**src/rtl/ehl_ahb_matrix_port.sv**
```systemverilog
// -----------------------------------------------------------------------------
// ehl_ahb_matrix_port
//
// AHB-Lite slave-side port of the bus matrix. MNUM master channels share one
// slave port. Provides round-robin or fixed-priority arbitration, burst hold
// (no master switch while the granted master drives SEQ/BUSY), a one-deep
// address hold buffer per master with HREADY stalling, and combinational
// data-phase routing of write data and responses.
//
// Optional feature: define EHL_AHB_MATRIX_LOCK_EN to add im_hmastlock /
// os_hmastlock and locked-sequence grant hold.
//
// Ports:
//   hclk, hreset      clock, asynchronous active-high reset
//   im_*              per-master address/control/write data (channel i at
//                     [i*W +: W])
//   om_hready         per-master HREADY
//   om_hresp          per-master HRESP (2 bits each)
//   om_hrdata         shared read data back to masters
//   os_*              address/control/write data to the slave, os_hsel
//   is_hrdata/hready/hresp  slave read data, HREADYOUT and HRESP
// -----------------------------------------------------------------------------
module ehl_ahb_matrix_port #(
    parameter int unsigned MNUM = 4,
    parameter int unsigned AW   = 32,
    parameter int unsigned DW   = 32,
    parameter int unsigned RR   = 1
) (
    input  logic                 hclk,
    input  logic                 hreset,
    input  logic [MNUM*AW-1:0]   im_haddr,
    input  logic [MNUM*2-1:0]    im_htrans,
    input  logic [MNUM-1:0]      im_hwrite,
    input  logic [MNUM*3-1:0]    im_hsize,
    input  logic [MNUM*3-1:0]    im_hburst,
    input  logic [MNUM*4-1:0]    im_hprot,
    input  logic [MNUM*DW-1:0]   im_hwdata,
`ifdef EHL_AHB_MATRIX_LOCK_EN
    input  logic [MNUM-1:0]      im_hmastlock,
    output logic                 os_hmastlock,
`endif
    output logic [MNUM-1:0]      om_hready,
    output logic [MNUM*2-1:0]    om_hresp,
    output logic [DW-1:0]        om_hrdata,
    output logic [AW-1:0]        os_haddr,
    output logic [1:0]           os_htrans,
    output logic                 os_hwrite,
    output logic [2:0]           os_hsize,
    output logic [2:0]           os_hburst,
    output logic [3:0]           os_hprot,
    output logic [DW-1:0]        os_hwdata,
    output logic                 os_hsel,
    input  logic [DW-1:0]        is_hrdata,
    input  logic                 is_hready,
    input  logic [1:0]           is_hresp
);

    typedef enum logic [1:0] {
        HT_IDLE   = 2'b00,
        HT_BUSY   = 2'b01,
        HT_NONSEQ = 2'b10,
        HT_SEQ    = 2'b11
    } htrans_e;

    typedef enum logic [1:0] {
        HR_OKAY  = 2'b00,
        HR_ERROR = 2'b01
    } hresp_e;

    // Arbitration and data-phase state
    logic [MNUM-1:0] r_grant;
    logic [MNUM-1:0] r_dphase;
    logic [MNUM-1:0] r_pending;

    // Per-master address hold buffer
    logic [AW-1:0]   r_haddr  [MNUM];
    logic [1:0]      r_htrans [MNUM];
    logic [MNUM-1:0] r_hwrite;
    logic [2:0]      r_hsize  [MNUM];
    logic [2:0]      r_hburst [MNUM];
    logic [3:0]      r_hprot  [MNUM];

    logic [MNUM-1:0] w_active;
    logic [MNUM-1:0] w_hready;
    logic [MNUM-1:0] w_accept;
    logic [MNUM-1:0] w_set;
    logic [MNUM-1:0] w_clr;
    logic [MNUM-1:0] w_cand;
    logic [MNUM-1:0] w_next_grant;
    logic [MNUM-1:0] w_slave_rdy;

    logic [AW-1:0]   w_haddr;
    logic [1:0]      w_htrans;
    logic            w_hwrite;
    logic [2:0]      w_hsize;
    logic [2:0]      w_hburst;
    logic [3:0]      w_hprot;
    logic [1:0]      w_g_live_htrans;
    logic            w_hold;

`ifdef EHL_AHB_MATRIX_LOCK_EN
    logic [MNUM-1:0] r_hmastlock;
    logic            r_lock_prev;
    logic            w_hmastlock;
`endif

    // -------------------------------------------------------------------------
    // Per-master request, ready and hold-buffer control
    // -------------------------------------------------------------------------
    assign w_slave_rdy = {MNUM{is_hready}};

    always_comb begin
        w_active = '0;
        w_hready = '0;
        for (int unsigned i = 0; i < MNUM; i++) begin
            w_active[i] = im_htrans[i*2+1];
            // A data phase in flight reflects the slave; otherwise a held
            // address stalls the master until it has been issued.
            if (r_dphase[i]) begin
                w_hready[i] = is_hready;
            end else begin
                w_hready[i] = ~r_pending[i];
            end
        end
    end

    assign w_accept = w_hready & w_active;
    // Any accepted address that does not go straight to the slave is parked.
    assign w_set    = w_accept & ~(r_grant & w_slave_rdy);
    assign w_clr    = r_grant & w_slave_rdy & r_pending;

    assign om_hready = w_hready;

    // -------------------------------------------------------------------------
    // Address mux: granted master, from hold regs when it has a parked address
    // -------------------------------------------------------------------------
    always_comb begin
        w_haddr         = '0;
        w_htrans        = HT_IDLE;
        w_hwrite        = 1'b0;
        w_hsize         = '0;
        w_hburst        = '0;
        w_hprot         = '0;
        w_g_live_htrans = HT_IDLE;
`ifdef EHL_AHB_MATRIX_LOCK_EN
        w_hmastlock     = 1'b0;
`endif
        for (int unsigned i = 0; i < MNUM; i++) begin
            if (r_grant[i]) begin
                w_g_live_htrans = im_htrans[i*2 +: 2];
                if (r_pending[i]) begin
                    w_haddr  = r_haddr[i];
                    w_htrans = r_htrans[i];
                    w_hwrite = r_hwrite[i];
                    w_hsize  = r_hsize[i];
                    w_hburst = r_hburst[i];
                    w_hprot  = r_hprot[i];
`ifdef EHL_AHB_MATRIX_LOCK_EN
                    w_hmastlock = r_hmastlock[i];
`endif
                end else begin
                    w_haddr  = im_haddr[i*AW +: AW];
                    w_htrans = im_htrans[i*2 +: 2];
                    w_hwrite = im_hwrite[i];
                    w_hsize  = im_hsize[i*3 +: 3];
                    w_hburst = im_hburst[i*3 +: 3];
                    w_hprot  = im_hprot[i*4 +: 4];
`ifdef EHL_AHB_MATRIX_LOCK_EN
                    w_hmastlock = im_hmastlock[i];
`endif
                end
            end
        end
    end

    assign os_haddr  = w_haddr;
    // Slave must see IDLE for as long as reset is asserted, even if the
    // parked master is driving a transfer.
    assign os_htrans = hreset ? HT_IDLE : w_htrans;
    assign os_hwrite = w_hwrite;
    assign os_hsize  = w_hsize;
    assign os_hburst = w_hburst;
    assign os_hprot  = w_hprot;
    assign os_hsel   = |os_htrans;
`ifdef EHL_AHB_MATRIX_LOCK_EN
    assign os_hmastlock = w_hmastlock;
`endif

    // -------------------------------------------------------------------------
    // Data-phase routing (combinational, no added latency)
    // -------------------------------------------------------------------------
    always_comb begin
        os_hwdata = '0;
        om_hresp  = '0;
        for (int unsigned i = 0; i < MNUM; i++) begin
            if (r_dphase[i]) begin
                os_hwdata          = im_hwdata[i*DW +: DW];
                om_hresp[i*2 +: 2] = is_hresp;
            end else begin
                om_hresp[i*2 +: 2] = HR_OKAY;
            end
        end
    end

    assign om_hrdata = hreset ? '0 : is_hrdata;

    // -------------------------------------------------------------------------
    // Arbitration
    // -------------------------------------------------------------------------
    assign w_cand = r_pending | (w_active & w_hready);

    always_comb begin
        w_hold = (w_g_live_htrans == HT_SEQ) || (w_g_live_htrans == HT_BUSY);
`ifdef EHL_AHB_MATRIX_LOCK_EN
        // Locked sequence keeps the grant until lock drops with HTRANS=IDLE.
        w_hold = w_hold || w_hmastlock ||
                 (r_lock_prev && (w_g_live_htrans != HT_IDLE));
`endif
    end

    always_comb begin
        int unsigned v_gidx;
        logic        v_found;
        w_next_grant = r_grant;
        v_gidx       = 0;
        v_found      = 1'b0;
        for (int unsigned i = 0; i < MNUM; i++) begin
            if (r_grant[i]) begin
                v_gidx = i;
            end
        end
        if (!w_hold && (|w_cand)) begin
            if (RR != 0) begin
                // Search starts just after the current owner; the owner itself
                // is visited last so every other requester gets a turn first.
                for (int unsigned k = 1; k <= MNUM; k++) begin
                    for (int unsigned i = 0; i < MNUM; i++) begin
                        if (!v_found && w_cand[i] && (i == ((v_gidx + k) % MNUM))) begin
                            w_next_grant    = '0;
                            w_next_grant[i] = 1'b1;
                            v_found         = 1'b1;
                        end
                    end
                end
            end else begin
                for (int unsigned i = 0; i < MNUM; i++) begin
                    if (!v_found && w_cand[i]) begin
                        w_next_grant    = '0;
                        w_next_grant[i] = 1'b1;
                        v_found         = 1'b1;
                    end
                end
            end
        end
    end

    // -------------------------------------------------------------------------
    // State registers
    // -------------------------------------------------------------------------
    always_ff @(posedge hclk or posedge hreset) begin
        if (hreset) begin
            r_grant   <= MNUM'(1);
            r_dphase  <= '0;
            r_pending <= '0;
        end else begin
            r_pending <= (r_pending & ~w_clr) | w_set;
            if (is_hready) begin
                r_grant  <= w_next_grant;
                r_dphase <= r_grant & {MNUM{w_htrans[1]}};
            end
        end
    end

    always_ff @(posedge hclk or posedge hreset) begin
        if (hreset) begin
            r_hwrite <= '0;
            for (int unsigned i = 0; i < MNUM; i++) begin
                r_haddr[i]  <= '0;
                r_htrans[i] <= HT_IDLE;
                r_hsize[i]  <= '0;
                r_hburst[i] <= '0;
                r_hprot[i]  <= '0;
            end
        end else begin
            for (int unsigned i = 0; i < MNUM; i++) begin
                if (w_set[i]) begin
                    r_haddr[i]  <= im_haddr[i*AW +: AW];
                    r_htrans[i] <= im_htrans[i*2 +: 2];
                    r_hwrite[i] <= im_hwrite[i];
                    r_hsize[i]  <= im_hsize[i*3 +: 3];
                    r_hburst[i] <= im_hburst[i*3 +: 3];
                    r_hprot[i]  <= im_hprot[i*4 +: 4];
                end
            end
        end
    end

`ifdef EHL_AHB_MATRIX_LOCK_EN
    always_ff @(posedge hclk or posedge hreset) begin
        if (hreset) begin
            r_hmastlock <= '0;
            r_lock_prev <= 1'b0;
        end else begin
            for (int unsigned i = 0; i < MNUM; i++) begin
                if (w_set[i]) begin
                    r_hmastlock[i] <= im_hmastlock[i];
                end
            end
            if (is_hready) begin
                r_lock_prev <= w_hmastlock ||
                               (r_lock_prev && (w_g_live_htrans != HT_IDLE));
            end
        end
    end
`endif

endmodule

```
**config.mk**
```make
export PLATFORM = sky130hd
export DESIGN_NAME = ehl_ahb_matrix_port
export DESIGN_NICKNAME = d
export VERILOG_FILES = /design/src/rtl/ehl_ahb_matrix_port.sv
export SDC_FILE = /design/constraint.sdc
export NUM_CORES = 1
export LEC_CHECK = 0
export ABC_AREA = 1
export CELL_PAD_IN_SITES_DETAIL_PLACEMENT = 0
export CELL_PAD_IN_SITES_GLOBAL_PLACEMENT = 2
export CORE_MARGIN = 2
export CORE_UTILIZATION = 25
export DETAILED_ROUTE_END_ITERATION = 8
export PLACE_DENSITY_LB_ADDON = 0.3
export SYNTH_ARGS = -nofsm -noshare
export SYNTH_HDL_FRONTEND = slang
export SYNTH_SLANG_ARGS = --single-unit
export TNS_END_PERCENT = 20
```
**constraint.sdc**
```tcl
create_clock -name hclk -period 16.8 [get_ports hclk]
set_input_delay 1.68 -clock hclk [delete_from_list [all_inputs] [get_ports hclk]]
set_output_delay 1.68 -clock hclk [all_outputs]
set_load 0.02 [all_outputs]
```
Yosys cells after proc, flatten, opt, wreduce, memory -nomap -nowiden:

Index checks and enable logic that the tools add are counted.

* ROM bits: 0
* bits in registers: 192
* output and inout port bits: 122
* logic and storage cells: 231
* input port bits: 345
* memories: 0
* memory bits (writable): 0
* latch bits: 0

* equal/unequal tests: 14
* divide/modulo/power cells: 0
* $mul: 0
* $add $sub $neg: 4
* bitwise operators: 14
* shift-type cells: 0
* multiplexer cells: 115
* reductions and logical operators: 57
* $lt $le $gt $ge: 0

Operators with widths (count)
* $mux 32: 13
* $logic_not 32->1: 4
* $mux 4: 24
* $mux 3: 16
* $mux 1: 43
* $mux 2: 19
* $logic_and 1x1->1: 32
* $and 4x4->4: 6
* $eq 2x2->1 const A: 8
* $logic_not 1->1: 16
* $reduce_bool 16->1: 1
* $eq 1x2->1 const A: 4
* $not 4->4: 2
* $or 4x4->4: 2
* $add 2x1->2 const B: 2
* $add 2x2->2 const B: 2
* $not 1->1: 4
* $reduce_or 4->1: 1
* $reduce_and 3->1: 1
* $eq 2x1->1 const B: 1
* $eq 2x2->1 const B: 1
* $reduce_or 2->1: 1
* $logic_or 1x1->1: 1

Longest topological paths before layout:

* depth in word-level cells: 84
* mapped depth: 17
* gate-level depth less buffers: 16

Least setup slack after synthesis:

Ideal clock, no wire load.

* path kind: in2out
* from: input hreset
* to: output os_hsel
* arrival time: 6.938 ns
* buffers on the path: 1
* path slack: 8.182 ns
* stages on the path: 5
* path through: clkbuf_1 > inv_1 > nand2_1 > a211oi_1 > or2_2

* cells in the longest elaborated chain, start to end: 2

RTL lines
* start, declared: line 30 `input logic hreset,`
* $mux 2: line 179 `assign os_htrans = hreset ? HT_IDLE : w_htrans;`
* named net os_htrans[0]: line 46 `output logic [1:0] os_htrans,`
* $reduce_or 2->1: line 184 `assign os_hsel = |os_htrans;`
* end, declared: line 52 `output logic os_hsel,`

The timed path passes the listed nets, and every way through them passes these cells.

Worst setup path in the final report:

* from: input hreset
* to: output os_hsel

* cells in the longest elaborated chain, start to end: 2

RTL lines (line)
* $mux 2: 179
* $reduce_or 2->1: 184

Every way passes these cells.

==> impl_results.md <==
* Final instance count without filler cells at 2,548
* Count of cells along the worst register-to-register path at 14
* Sort of element at the end of the critical path: output port
* Clk network pwr share at 13.6%
* Primary FF master, synth: sky130_fd_sc_hd__dfrtp_1
* Cell internal pwr at 1.690 mW
* Number of gates resized after cts at 0
* Post-DP HPWL at 40,070 um
* Max Clock Freq at 0.1734 GHz
* Post-detailed-route via-to-cell ratio at 4.820
* Final total negative setup slack at 0 ns
* TritonCTS clock tree: yes
* Initial antenna violation count at 11
* Area leader, netlist: sky130_fd_sc_hd__dfrtp_1
* Cell Area, Placed at 16,770 um^2
* Post-route setup slack at 11.03 ns
* Kind of critical path: primary input to output port
* Critical Path Start Type: primary input
* Core box area at roughly 46,000 um^2
* Number of flip-flops and latches in the synthesized netlist at 192
* EDFF count, synth at 0
* Register-to-register setup slack at 14.02 ns
* Number of routed nets with antenna violations at 0
* Last weighted congestion value of the routability-driven placer at 0.8740
* Hold WS at 0.4525 ns
* Syn Inst Count at 1,545
* Leak at 7.479 nW
* Effective utilization at floorplan at 25.49%
* Slew Viols, Final at 0
* Final std cell area, no fill at 17,370 um^2
* End of the worst register-to-register path: r_grant[2]
* Placed insts at 2,517
* Dominant cell by count in the synthesized netlist: sky130_fd_sc_hd__o21ai_0
* Cell Pwr Density at between 150 and 200 nW/um^2
* Psw at 1.506 mW
* Final Util at 38.11%
* Commonest cells post-synth: 266 x sky130_fd_sc_hd__o21ai_0, 216 x sky130_fd_sc_hd__nor2_1, 209 x sky130_fd_sc_hd__nand2_1
* Syn_area_per_cell at between 7 and 8 um^2
* Die height at 219.6 um
* Multi-input logic area at 5692 um^2
* Final WL at approximately 54,000 um
* Worst endpoint data arrival time at 4.09 ns
* Cell types with the largest area share after synthesis: sky130_fd_sc_hd__dfrtp_1 41%, sky130_fd_sc_hd__o21ai_0 11%, sky130_fd_sc_hd__nor2_1 7.0%
* # port buffers at 466
* R2R Path Start: r_grant[1]
* Startpoint of the worst hold path: r_htrans[5]
* Crit path time final at 5.767 ns
* Overall global routing resource usage at between 20% and 30%
* Switching share of power at a little under half
* Class of the most critical hold timing path: flop to flop
* Proportion of netlist area held by the largest area contributor at between 40% and 50%
* Yosys synthesis warning count at 0
* Buffer type at the clock tree root: sky130_fd_sc_hd__clkbuf_16
* Clock Latency Late Sink at 0.45 ns
* Area growth syn-to-layout at 49.52%
* Synth cell types at 37
* Clock-pin slew of the registers on the worst-case setup and hold paths at 0.07 ns
* Synth async-reset ratio at 100.0%
* DIE WIDTH at 219.6 um
* H-tree depth reported by CTS at 4
* Part of the Yosys area used for sequential elements at 41.37%
* Top fanout value on the critical path at a little over 90
* Sequential group share of total power at 24.8%
* Number of filler cells placed in the layout at 4,714
* Number of global-route vias before repair at 12,188
* Post-Synthesis Net Count at approximately 1,900
* Actual slew at the worst max-slew pin at 1.179 ns
* Post-CTS Hold Buffers at 0
* Total power after layout at 3.196 mW
* Iteration-0 DRC count of the detailed router at 717
* Setup violations, final at 0
* Area used by sequential logic in the layout at 4808 um^2
* Share of the cycle needed by the critical path after routing at around 34%
* Num ports at about 470
* Via count at around 12,000
* Total grt overflow at 0
* Largest net degree at the start of global routing at 93
* Worst slack at placement at 10.92 ns
* DRC errors left at 0
* Worst hold path stage count at 2
* RSZ-0062 raised after global routing: false
* Sink Count at 192
* Final-stage net count at 2,281
* CTS Buffer Depth at 2
* Combined area of all synthesized cells at around 12,000 um^2
* Post-CTS setup repair buffer count at 0
* Inserted Clock Buffers at 17
* Hold-critical path endpoint: r_htrans[5]
* Run status: complete, no violations
* Worst ir drop on vdd at 117.2 uV
* Routed length per placed instance at ~21 um
* Final hold violation count at 0
* Layout cell share with drive strength beyond 1 at between 8 and 9%
* Data required time at the worst endpoint at between 15 and 20 ns
* Combinational share of power at 61.6%
* First-pass GRT wire length at 77,750 um
* Die outline area at 48,210 um^2
* Iteration count of the initial detailed-routing pass at 5
* Std-Cell Rows at 78
* Tightest slew margin relative to the limit at 20.73%
* Final clock skew at 0.01323 ns
* Number of violations of the max-capacitance limit at 0
## worst max path at each step
stage,startpoint,to,slack [ns],cells past startpoint
final,hreset,os_hsel,11.03,7
after global routing,hreset,os_hsel,10.78,7
after CTS,hreset,os_hsel,10.92,7
after detailed placement,hreset,os_hsel,10.92,7
after global placement,hreset,os_hsel,10.89,7
after floorplan,hreset,os_hsel,8.18,5
## cells in the final DEF, fill, tap and decap left out, drive strengths merged, types with 4 or more instances in the layout
master	synthesis	routed
nor2	219	219
clkbuf	99	21
nand2	221	221
clkinvlp	0	4
dfrtp	191	191
o31ai	32	32
nand3	32	32
clkinv	5	5
o211ai	24	24
buf	17	22
inv	176	178
a21oi	111	111
mux2	68	68
o21ai	275	275
nand4	7	7
clkdlybuf4s50	0	466
a221oi	32	32
o221ai	25	25
## power groups by stage
stage,Combinational (mW),Sequential [mW],Clock (mW)
2_1_floorplan,1.16,0.768,0
3_3_place_gp,1.99,0.787,0
3_5_place_dp,2.00,0.796,0
4_1_cts,2.01,0.789,0.445
5_1_grt,2.15,0.817,0.465
6_report,1.97,0.791,0.435
## sequential cells by signal (all words and copies together), names as in the netlist
signal	cells
r_dphase	4
r_grant	4
r_haddr	128
r_hburst	12
r_hprot	16
r_hsize	12
r_htrans	8
r_hwrite	4
r_pending	4
## final cells by class
type                    count  share of cell area [%]
multi-input cells        1056                   32.77
diodes                      1                 0.01441
clock buffers              21                   2.651
inverters                 181                   3.990
flip-flops and latches    192                   27.68
clock inverters             9                  0.7707
repair buffers            488                   27.80
well taps                 600                   4.322
## cell families (layout without fill, tap and decap cells)
| group | count (synthesis) | in the layout | share of synthesized area, % |
|---|---|---|---|
| multiplexers | 68 | 68 | 6.591 |
| AO/OA/AOI/OAI | 504 | 504 | 24.92 |
| other | 0 | 1 | 0 |
| buffers and inverters | 297 | 699 | 9.919 |
| flip-flops | 192 | 192 | 41.37 |
| AND/OR/NAND/NOR | 484 | 484 | 17.20 |
## per-layer routing
metal | GRT usage (%) | wire length (um) | vias up
li1 | - | - | 5968
met5 | 0 | 131 | -
met4 | 8.859 | 2025 | 20
met2 | 39.01 | 26970 | 392
met3 | 6.460 | 4343 | 75
met1 | 24.49 | 20820 | 5827
## worst max-delay path: stages
cell                              delay, ns
sky130_fd_sc_hd__clkdlybuf4s50_1       0.39
sky130_fd_sc_hd__buf_4                 0.25
sky130_fd_sc_hd__inv_8                 0.54
sky130_fd_sc_hd__nand2_1               0.11
sky130_fd_sc_hd__a211oi_1              0.31
sky130_fd_sc_hd__or2_2                 0.17
sky130_fd_sc_hd__clkdlybuf4s50_1       0.59
No activity file was read; power rests on OpenSTA's default activity.
